--- config.mk ---
export PLATFORM = sky130hd
export DESIGN_NAME = lives_decrement_ctrl_flat
export DESIGN_NICKNAME = d
export VERILOG_FILES = /design/src/rtl/lives_decrement_ctrl_if.sv /design/src/rtl/lives_decrement_ctrl.sv /design/src/flat_wrapper.sv
export SDC_FILE = /design/constraint.sdc
export NUM_CORES = 1
export LEC_CHECK = 0
export CORE_MARGIN = 1.5
export CORE_UTILIZATION = 40
export CTS_BUF_LIST = sky130_fd_sc_hd__clkbuf_4 sky130_fd_sc_hd__clkbuf_8 sky130_fd_sc_hd__clkbuf_16
export DETAILED_ROUTE_END_ITERATION = 10
export PLACE_DENSITY = 0.67
export SETUP_SLACK_MARGIN = 0.2
export SLEW_MARGIN = 10
export SYNTH_ARGS = -nofsm -noshare
export SYNTH_HDL_FRONTEND = slang
export SYNTH_SLANG_ARGS = --single-unit
--- constraint.sdc ---
create_clock -name clock -period 1.7 [get_ports clock]
set_input_delay 0.255 -clock clock [delete_from_list [all_inputs] [get_ports clock]]
set_output_delay 0.255 -clock clock [all_outputs]
set_load 0.01 [all_outputs]
--- src/rtl/lives_decrement_ctrl_if.sv ---
// Signal bundle between the lives control stage and its neighbours: the game
// control unit (start, invuln, game_over), the collision detector (hit) and
// the lives decrementer (ld, D, ent, enp, rco).
//   master : the control stage (drives ld/D/ent/enp/invuln/game_over)
//   slave  : the environment (drives start/hit/rco)
interface lives_decrement_ctrl_if;
  logic       start;
  logic       hit;
  logic       rco;
  logic       ld;
  logic [3:0] D;
  logic       ent;
  logic       enp;
  logic       invuln;
  logic       game_over;

  modport master (
    input  start, hit, rco,
    output ld, D, ent, enp, invuln, game_over
  );

  modport slave (
    output start, hit, rco,
    input  ld, D, ent, enp, invuln, game_over
  );
endinterface

--- src/rtl/lives_decrement_ctrl.sv ---
// Lives decrement control stage. Turns ship-collision levels into one-cycle
// decrement enables, loads the starting lives count, holds an invulnerability
// window after every hit and raises game_over once the decrementer reports 0.
// Ports:
//   clock     : system clock, rising edge
//   reset     : synchronous active-high reset
//   bus       : master side of lives_decrement_ctrl_if
//     start (in)  new-game request, honoured in IDLE / GAME_OVER only
//     hit   (in)  collision level, synchronous to clock
//     rco   (in)  decrementer rco (lives == 0 with ent high)
//     ld    (out) decrementer load pulse
//     D     (out) decrementer load data, constant LIVES_INIT
//     ent   (out) decrementer ent level
//     enp   (out) decrementer enp pulse, one per accepted hit
//     invuln(out) high during the invulnerability window
//     game_over (out) high while in GAME_OVER
// INVULN_CYCLES must be at least 1.
module lives_decrement_ctrl #(
  parameter logic [3:0]  LIVES_INIT    = 4'd3,
  parameter int unsigned INVULN_CYCLES = 100,
  parameter int unsigned TIMER_W       = $clog2(INVULN_CYCLES + 1)
) (
  input logic                    clock,
  input logic                    reset,
  lives_decrement_ctrl_if.master bus
);

  typedef enum logic [2:0] {
    StIdle,
    StLoad,
    StArmed,
    StDec,
    StCheck,
    StInvuln,
    StGameOver
  } state_e;

  state_e             state_q, state_d;
  logic [TIMER_W-1:0] timer_q, timer_d;
  logic               hit_q;
  logic               hit_acc;

  logic ld, ent, enp, invuln, game_over;

  // Only a rising edge of the collision level counts; a held level never retriggers.
  assign hit_acc = bus.hit & ~hit_q;

  always_ff @(posedge clock) begin
    if (reset) begin
      state_q <= StIdle;
      timer_q <= '0;
      hit_q   <= 1'b0;
    end else begin
      state_q <= state_d;
      timer_q <= timer_d;
      hit_q   <= bus.hit;
    end
  end

  always_comb begin
    state_d = state_q;
    timer_d = timer_q;
    unique case (state_q)
      StIdle: begin
        if (bus.start) state_d = StLoad;
      end
      StLoad: begin
        state_d = StArmed;
      end
      StArmed: begin
        // rco first: also covers a zero starting lives count.
        if (bus.rco) begin
          state_d = StGameOver;
        end else if (hit_acc) begin
          state_d = StDec;
        end
      end
      StDec: begin
        state_d = StCheck;
      end
      StCheck: begin
        // One settle cycle after enp so rco reflects the decremented count.
        if (bus.rco) begin
          state_d = StGameOver;
        end else begin
          state_d = StInvuln;
          timer_d = TIMER_W'(INVULN_CYCLES - 1);
        end
      end
      StInvuln: begin
        if (timer_q == '0) begin
          state_d = StArmed;
        end else begin
          timer_d = timer_q - TIMER_W'(1);
        end
      end
      StGameOver: begin
        if (bus.start) state_d = StLoad;
      end
      default: begin
        state_d = StIdle;
      end
    endcase
  end

  // Moore outputs: pure decodes of the state register.
  always_comb begin
    ld        = 1'b0;
    ent       = 1'b0;
    enp       = 1'b0;
    invuln    = 1'b0;
    game_over = 1'b0;
    unique case (state_q)
      StIdle: ;
      StLoad: begin
        ld  = 1'b1;
        ent = 1'b1;
      end
      StArmed: ent = 1'b1;
      StDec: begin
        ent = 1'b1;
        enp = 1'b1;
      end
      StCheck: ent = 1'b1;
      StInvuln: begin
        ent    = 1'b1;
        invuln = 1'b1;
      end
      StGameOver: begin
        ent       = 1'b1;
        game_over = 1'b1;
      end
      default: ;
    endcase
  end

  assign bus.ld        = ld;
  assign bus.D         = LIVES_INIT;
  assign bus.ent       = ent;
  assign bus.enp       = enp;
  assign bus.invuln    = invuln;
  assign bus.game_over = game_over;

endmodule
--- src/flat_wrapper.sv ---
// flat-port wrapper written by rule: the top's interface ports become plain ports
module lives_decrement_ctrl_flat 
#(
  parameter logic [3:0]  LIVES_INIT    = 4'd3,
  parameter int unsigned INVULN_CYCLES = 100,
  parameter int unsigned TIMER_W       = $clog2(INVULN_CYCLES + 1)
)
  (clock, reset, bus_start, bus_hit, bus_rco, bus_ld, bus_D, bus_ent, bus_enp, bus_invuln, bus_game_over);
  lives_decrement_ctrl_if bus_i ();
  input logic clock;
  input logic reset;
  input wire logic [$bits(bus_i.start)-1:0] bus_start;
  input wire logic [$bits(bus_i.hit)-1:0] bus_hit;
  input wire logic [$bits(bus_i.rco)-1:0] bus_rco;
  output wire logic [$bits(bus_i.ld)-1:0] bus_ld;
  output wire logic [$bits(bus_i.D)-1:0] bus_D;
  output wire logic [$bits(bus_i.ent)-1:0] bus_ent;
  output wire logic [$bits(bus_i.enp)-1:0] bus_enp;
  output wire logic [$bits(bus_i.invuln)-1:0] bus_invuln;
  output wire logic [$bits(bus_i.game_over)-1:0] bus_game_over;
  assign bus_i.start = bus_start;
  assign bus_i.hit = bus_hit;
  assign bus_i.rco = bus_rco;
  assign bus_ld = bus_i.ld;
  assign bus_D = bus_i.D;
  assign bus_ent = bus_i.ent;
  assign bus_enp = bus_i.enp;
  assign bus_invuln = bus_i.invuln;
  assign bus_game_over = bus_i.game_over;
  lives_decrement_ctrl #(.LIVES_INIT(LIVES_INIT), .INVULN_CYCLES(INVULN_CYCLES), .TIMER_W(TIMER_W)) u_core (.clock(clock), .reset(reset), .bus(bus_i));
endmodule
==> results of run 1 <==
[per-stage QoR]
| stage | setup WS (ns) | total power, W | instance area, µm² | cells |
|---|---|---|---|---|
| 2_1_floorplan | 0.294 | 0.000665 | 703 | 88 |
| 3_3_place_gp | 0.0841 | 0.000796 | 795 | 109 |
| 3_5_place_dp | 0.0663 | 0.000804 | 795 | 109 |
| 4_1_cts | 0.211 | 0.00101 | 862 | 116 |
| 5_1_grt | 0.161 | 0.00114 | 922 | 118 |
| 6_report | 0.230 | 0.00105 | 922 | 118 |
[cells by family (layout without fill, tap and decap cells)]
| group | after synthesis | after routing | synth area share [%] |
|---|---|---|---|
| other | 2 | 4 | 1.08 |
| buffers and inverters | 14 | 28 | 11.9 |
| flip-flops | 11 | 11 | 31.7 |
| AO/OA/AOI/OAI | 22 | 22 | 20.1 |
| adder cells (fa/ha/maj) | 1 | 1 | 1.80 |
| AND/OR/NAND/NOR | 35 | 35 | 32.2 |
| XOR/XNOR | 1 | 1 | 1.26 |
[final cells by class]
cell class,count,area [µm²],share of cell area [%]
Timing Repair Buffer,21,180,19.5
Inverter,3,11.3,1.22
Sequential cell,11,231,25.1
Multi-Input combinational cell,63,449,48.7
Tap cell,16,20.0,2.17
Clock buffer,4,30.0,3.26
[registers in the layout, summed over array words and instances (netlist names)]
| name | flops |
|---|---|
| u_core.state_q | 3 |
| u_core.hit_q | 1 |
| u_core.timer_q | 7 |
[tightest hold or removal path, stage by stage, from the launching register on]
cell	delay (ns)
dfxtp_1	0.35
nand2_1	0.07
a21oi_1	0.05
[power groups by stage]
| stage | logic [W] | registers, W | clock network (W) |
|---|---|---|---|
| floorplan | 0.000339 | 0.000326 | 0 |
| global placement | 0.000426 | 0.000370 | 0 |
| detailed placement | 0.000432 | 0.000372 | 0 |
| CTS | 0.000424 | 0.000380 | 0.000206 |
| global route | 0.000525 | 0.000390 | 0.000222 |
| finish | 0.000466 | 0.000384 | 0.000196 |
[cell usage in the layout (no fill, tap or decap), drive strengths merged, types with 3 or more instances in the layout]
master,synthesis,routed
nor2b,3,3
dfxtp,11,11
nor2,9,9
o21ai,4,4
buf,7,12
nor3,6,6
inv,3,3
a211oi,4,4
clkbuf,4,4
dlygate4sd2,0,3
conb,2,4
nand2,4,4
a21oi,10,10
clkdlybuf4s50,0,4
[path summary, 6_finish.rpt]
kind / start / to / slack, ns
max: u_core.timer_q[1] / u_core.timer_q[4] / 0.23
min: u_core.timer_q[2] / u_core.timer_q[2] / 0.52
max reg2reg: u_core.timer_q[1] / u_core.timer_q[4] / 0.23
min reg2reg: u_core.timer_q[2] / u_core.timer_q[2] / 0.52
[per-layer routing]
layer  wire (µm)  share of wire (%)  vias up  track usage, %
met4           0                  0        0            3.64
met3         102                6.2        0            7.20
met1         731                 45      301            23.8
met2         800                 49       26            30.7
met5           0                  0        -               0
li1            -                  -      331               -
[repair_timing]
action | in CTS | in global routing
hold endpoints to repair | 0 | 0
endpoints found under the setup margin | 14 | 11
buffers inserted | 3 | 2
gates resized for setup | 14 | 13
hold buffers | 0 | 0
pin swaps | 3 | 5
==> flow_metrics.tcl, run 1 <==
set metrics [dict create \
    fill_cells 148 \
    clk_latency_ns 0.27 \
    slew_headroom_pct 66.4 \
    cts.sinks 11 \
    synthFlopType "dfxtp_1" \
    yosysSeqAreaShare_pct 31.7 \
    synth_seq_cells 11 \
    synth_cell_types 32 \
    p_leak_nw 0.397 \
    drive_above_1_share_pct 34.3 \
    swShare_pct 37.2 \
    drt_iter0_markers 28 \
    tightest_slew_ns 0.502 \
    cp-end-kind "register" \
    clkPwrFrac_pct 18.8 \
    vias 658 \
    ys_top_cells_by_area "dfxtp_1 (32%), a21oi_1 (6.5%), buf_4 (6.5%)" \
    hpwl_mm 1.01 \
    place.gp.congestion 0.769 \
    criticalPathCategory "register to register" \
    viasPerCell 5.58 \
    seqPwrFrac_pct 36.7 \
    ctsRootBufferMaster "clkbuf_4" \
    drv_cap 0 \
    cts_max_path_buffers 2 \
    power.density_mw_per_mm2 1140 \
    avgSynthCellArea_um2 8.09 \
    grt_max_degree 12 \
    numCtsBuffers 3 \
    clk_pin_slew_ns 0.07 \
    wirelength_mm 1.63 \
    cp_num_buf_inv 2 \
    tritoncts "built" \
    fp-row-count 14 \
    coreArea_mm2 0.00156 \
    nets 109 \
    period_needed_ns 1.47 \
    chipHeight_um 44.7 \
    antenna_found_initial 0 \
    yosysWarnings 0 \
    rsz0062_at_grt "true" \
    slowest_stage "dfxtp_2" \
    grt_overflow 0 \
    remaining_drc_errors 0 \
    yosys.area.top_type "dfxtp_1" \
    drv_slew 0 \
    clock.fmax_mhz 680 \
    ys_async_sr_fraction_pct 0 \
    skew_ns 0.00255 \
    worstSetupStartpointType "register" \
    diodes 0 \
    syn-cell-area_um2 696 \
    critPathArrivalTime_ns 1.65 \
    die_w_um 44.7 \
    p_comb_share_pct 44.5 \
    cts_max_level 1 \
    synth_cells 86 \
    start_util_pct 44.6 \
    crit_fanout 6 \
    path_depth 7 \
    synth_edf_count 0 \
    synth.most_common_cell "dfxtp_1" \
    first_pass_iters 4 \
    rr_worst_depth 7 \
    cp.required_ns 1.88 \
    whs_ns 0.522 \
    track_usage_pct 18.9 \
    p_switching_w 0.000390 \
    port_buffers 9 \
    io_pins 14 \
    synth_common_cells "dfxtp_1 (11), a21oi_1 (9), nor2_1 (9)" \
    ir_worst_vdd_mv 0.595 \
    grt_pass1_wl_mm 2.73 \
    wl_per_cell_um 13.8 \
    critical_path.cell_chain "inv_2 > ha_4 > nor3b_4 > a21oi_4 > buf_6 > a21oi_1 > a311oi_1" \
    cp_top_family "compound AO/OA/AOI/OAI gates" \
    setup_tns_ns 0 \
    fin_crit_sh_pct 86.5 \
    die-area_mm2 0.00200 \
    grt_pass1_vias 610 \
    cpPeakStageDelay_ns 0.36 \
    utilization_pct 59.1 \
    setup_viol 0 \
    ant_nets 0 \
    status "completed" \
    p_int_w 0.000657 \
    worstHoldPathType "register to register" \
    syn_to_final_growth_pct 32.6 \
    min_path_cells 2 \
    hold_viol 0 \
    synth_top_area_share_pct 31.7 \
]
No activity file was read; power rests on OpenSTA's default activity.
==> run 2, diff against run 1 <==
CORE_MARGIN = 5   (was 1.5)
==> flow_metrics.tcl, run 2 (synthesis gave the netlist of run 1 again) <==
set metrics [dict create \
    tritoncts "built" \
    top_usage_layer "met2" \
    drv_cap 0 \
    regMostFlops "u_core.timer_q" \
    fin_crit_sh_pct 89.4 \
    syn_to_final_growth_pct 25.9 \
    post_dp_cell_area_um2 788 \
    power.density_mw_per_mm2 1140 \
    nets 108 \
    status "completed" \
    critical_path.cell_chain "inv_2 > ha_4 > nor3b_4 > a21oi_2 > buf_6 > or3_1 > a21oi_1" \
    ir_worst_vdd_mv 0.571 \
    hold_viol 0 \
    fp-row-count 15 \
    clock.fmax_mhz 658 \
    p_leak_nw 0.388 \
    viasPerCell 5.47 \
    remaining_drc_errors 0 \
    grt_use_met1_pct 13.7 \
    largest_register_ffs 7 \
    grt_util_met2_pct 21.8 \
    start_util_pct 41.2 \
    io_pins 14 \
    crit_fanout 5 \
    critPathArrivalTime_ns 1.71 \
    wl_per_cell_um 13.1 \
    criticalPathCategory "register to register" \
    diodes 0 \
    die_w_um 51.7 \
    cp.required_ns 1.89 \
    chipHeight_um 51.7 \
    wirelength_mm 1.55 \
    drv_slew 0 \
    track_usage_pct 12.2 \
    clk_pin_slew_ns 0.07 \
    port_buffers 9 \
    grt_pass1_wl_mm 2.44 \
    cp-end-kind "register" \
    clk_latency_ns 0.26 \
    grtUsageMet3_pct 3.44 \
    worstSetupStartpointType "register" \
    hpwl_mm 1.04 \
    finalInstanceArea_um2 876 \
    top_regs "u_core.timer_q x7, u_core.state_q x3, u_core.hit_q x1" \
    ctsRootBufferMaster "clkbuf_4" \
    worstHoldPathType "register to register" \
    rsz0062_at_grt "true" \
    grt_pass1_vias 601 \
    ant_nets 0 \
    antenna_found_initial 0 \
    skew_ns 0.00486 \
    period_needed_ns 1.52 \
    layout_common_cells "nor2_1 (9), a21oi_1 (9), buf_4 (9)" \
    hold_buffers 0 \
    cts_max_path_buffers 2 \
    grt_overflow 0 \
    first_pass_iters 4 \
    slowest_stage "or3_1" \
    setup_tns_ns 0 \
    numCtsBuffers 3 \
    cts_max_level 1 \
    grt_max_degree 12 \
    setup_viol 0 \
    vias 645 \
    place.gp.congestion 0.769 \
    cts.sinks 11 \
    cpPeakStageDelay_ns 0.36 \
    coreArea_mm2 0.00169 \
    die-area_mm2 0.00267 \
    drt_iter0_markers 14 \
    drive_above_1_share_pct 27.7 \
]
[run 2: worst paths after layout]
| path | start | end | slack (ns) | cells past startpoint |
|---|---|---|---|---|
| max | u_core.timer_q[0] | u_core.state_q[1] | 0.18 | 7 |
| min | u_core.timer_q[2] | u_core.timer_q[2] | 0.55 | 2 |
| max reg2reg | u_core.timer_q[0] | u_core.state_q[1] | 0.18 | 7 |
| min reg2reg | u_core.timer_q[2] | u_core.timer_q[2] | 0.55 | 2 |
[run 2: cell type report]
| type | count | area (µm²) |
|---|---|---|
| fill | 172 | 813 |
| clock buffer | 4 | 30.0 |
| tap | 17 | 21.3 |
| multi-input combinational | 63 | 413 |
| inverter | 3 | 11.3 |
| sequential | 11 | 231 |
| timing repair buffer | 20 | 169 |
[run 2: critical path, delay by kind of cell (launching register included)]
kind | cells | cell delay, ns
DFF | 1 | 0.34
adders and majority gates | 1 | 0.13
and+or+nand+nor | 2 | 0.55
AOI/OAI and AO/OA | 2 | 0.23
buffers and inverters | 2 | 0.21
[run 2: timing repair]
| item | CTS | global route |
|---|---|---|
| cloned | 0 | 1 |
| endpoints found under the setup margin | 7 | 5 |
| gates resized for setup | 13 | 5 |
| pin swaps | 1 | 4 |
| setup buffers | 2 | 2 |
[run 2: where the power goes]
group | switching, W | internal [W]
clock | 0.0000854 | 0.000107
sequential | 0.0000578 | 0.000307
combinational | 0.000217 | 0.000228
total | 0.000360 | 0.000642
[run 2: metal layers]
layer,share of wire (%),vias up,wire length [µm]
met1,43,303,674
met4,0.58,0,9
li1,-,328,-
met5,0,-,0
met3,4.1,2,63
met2,52,12,804
[run 2: per-stage QoR]
step	util (%)	setup slack [ns]	instances	hold WS, ns	power (W)
global route	51.9	0.114	118	0.559	0.00109
CTS	49.9	0.207	115	0.530	0.000987
global placement	46.7	0.144	109	0.493	0.000785
floorplan	-	0.294	88	0.327	0.000665
finish	51.9	0.181	118	0.551	0.00100
detailed placement	46.7	0.0612	109	0.508	0.000796
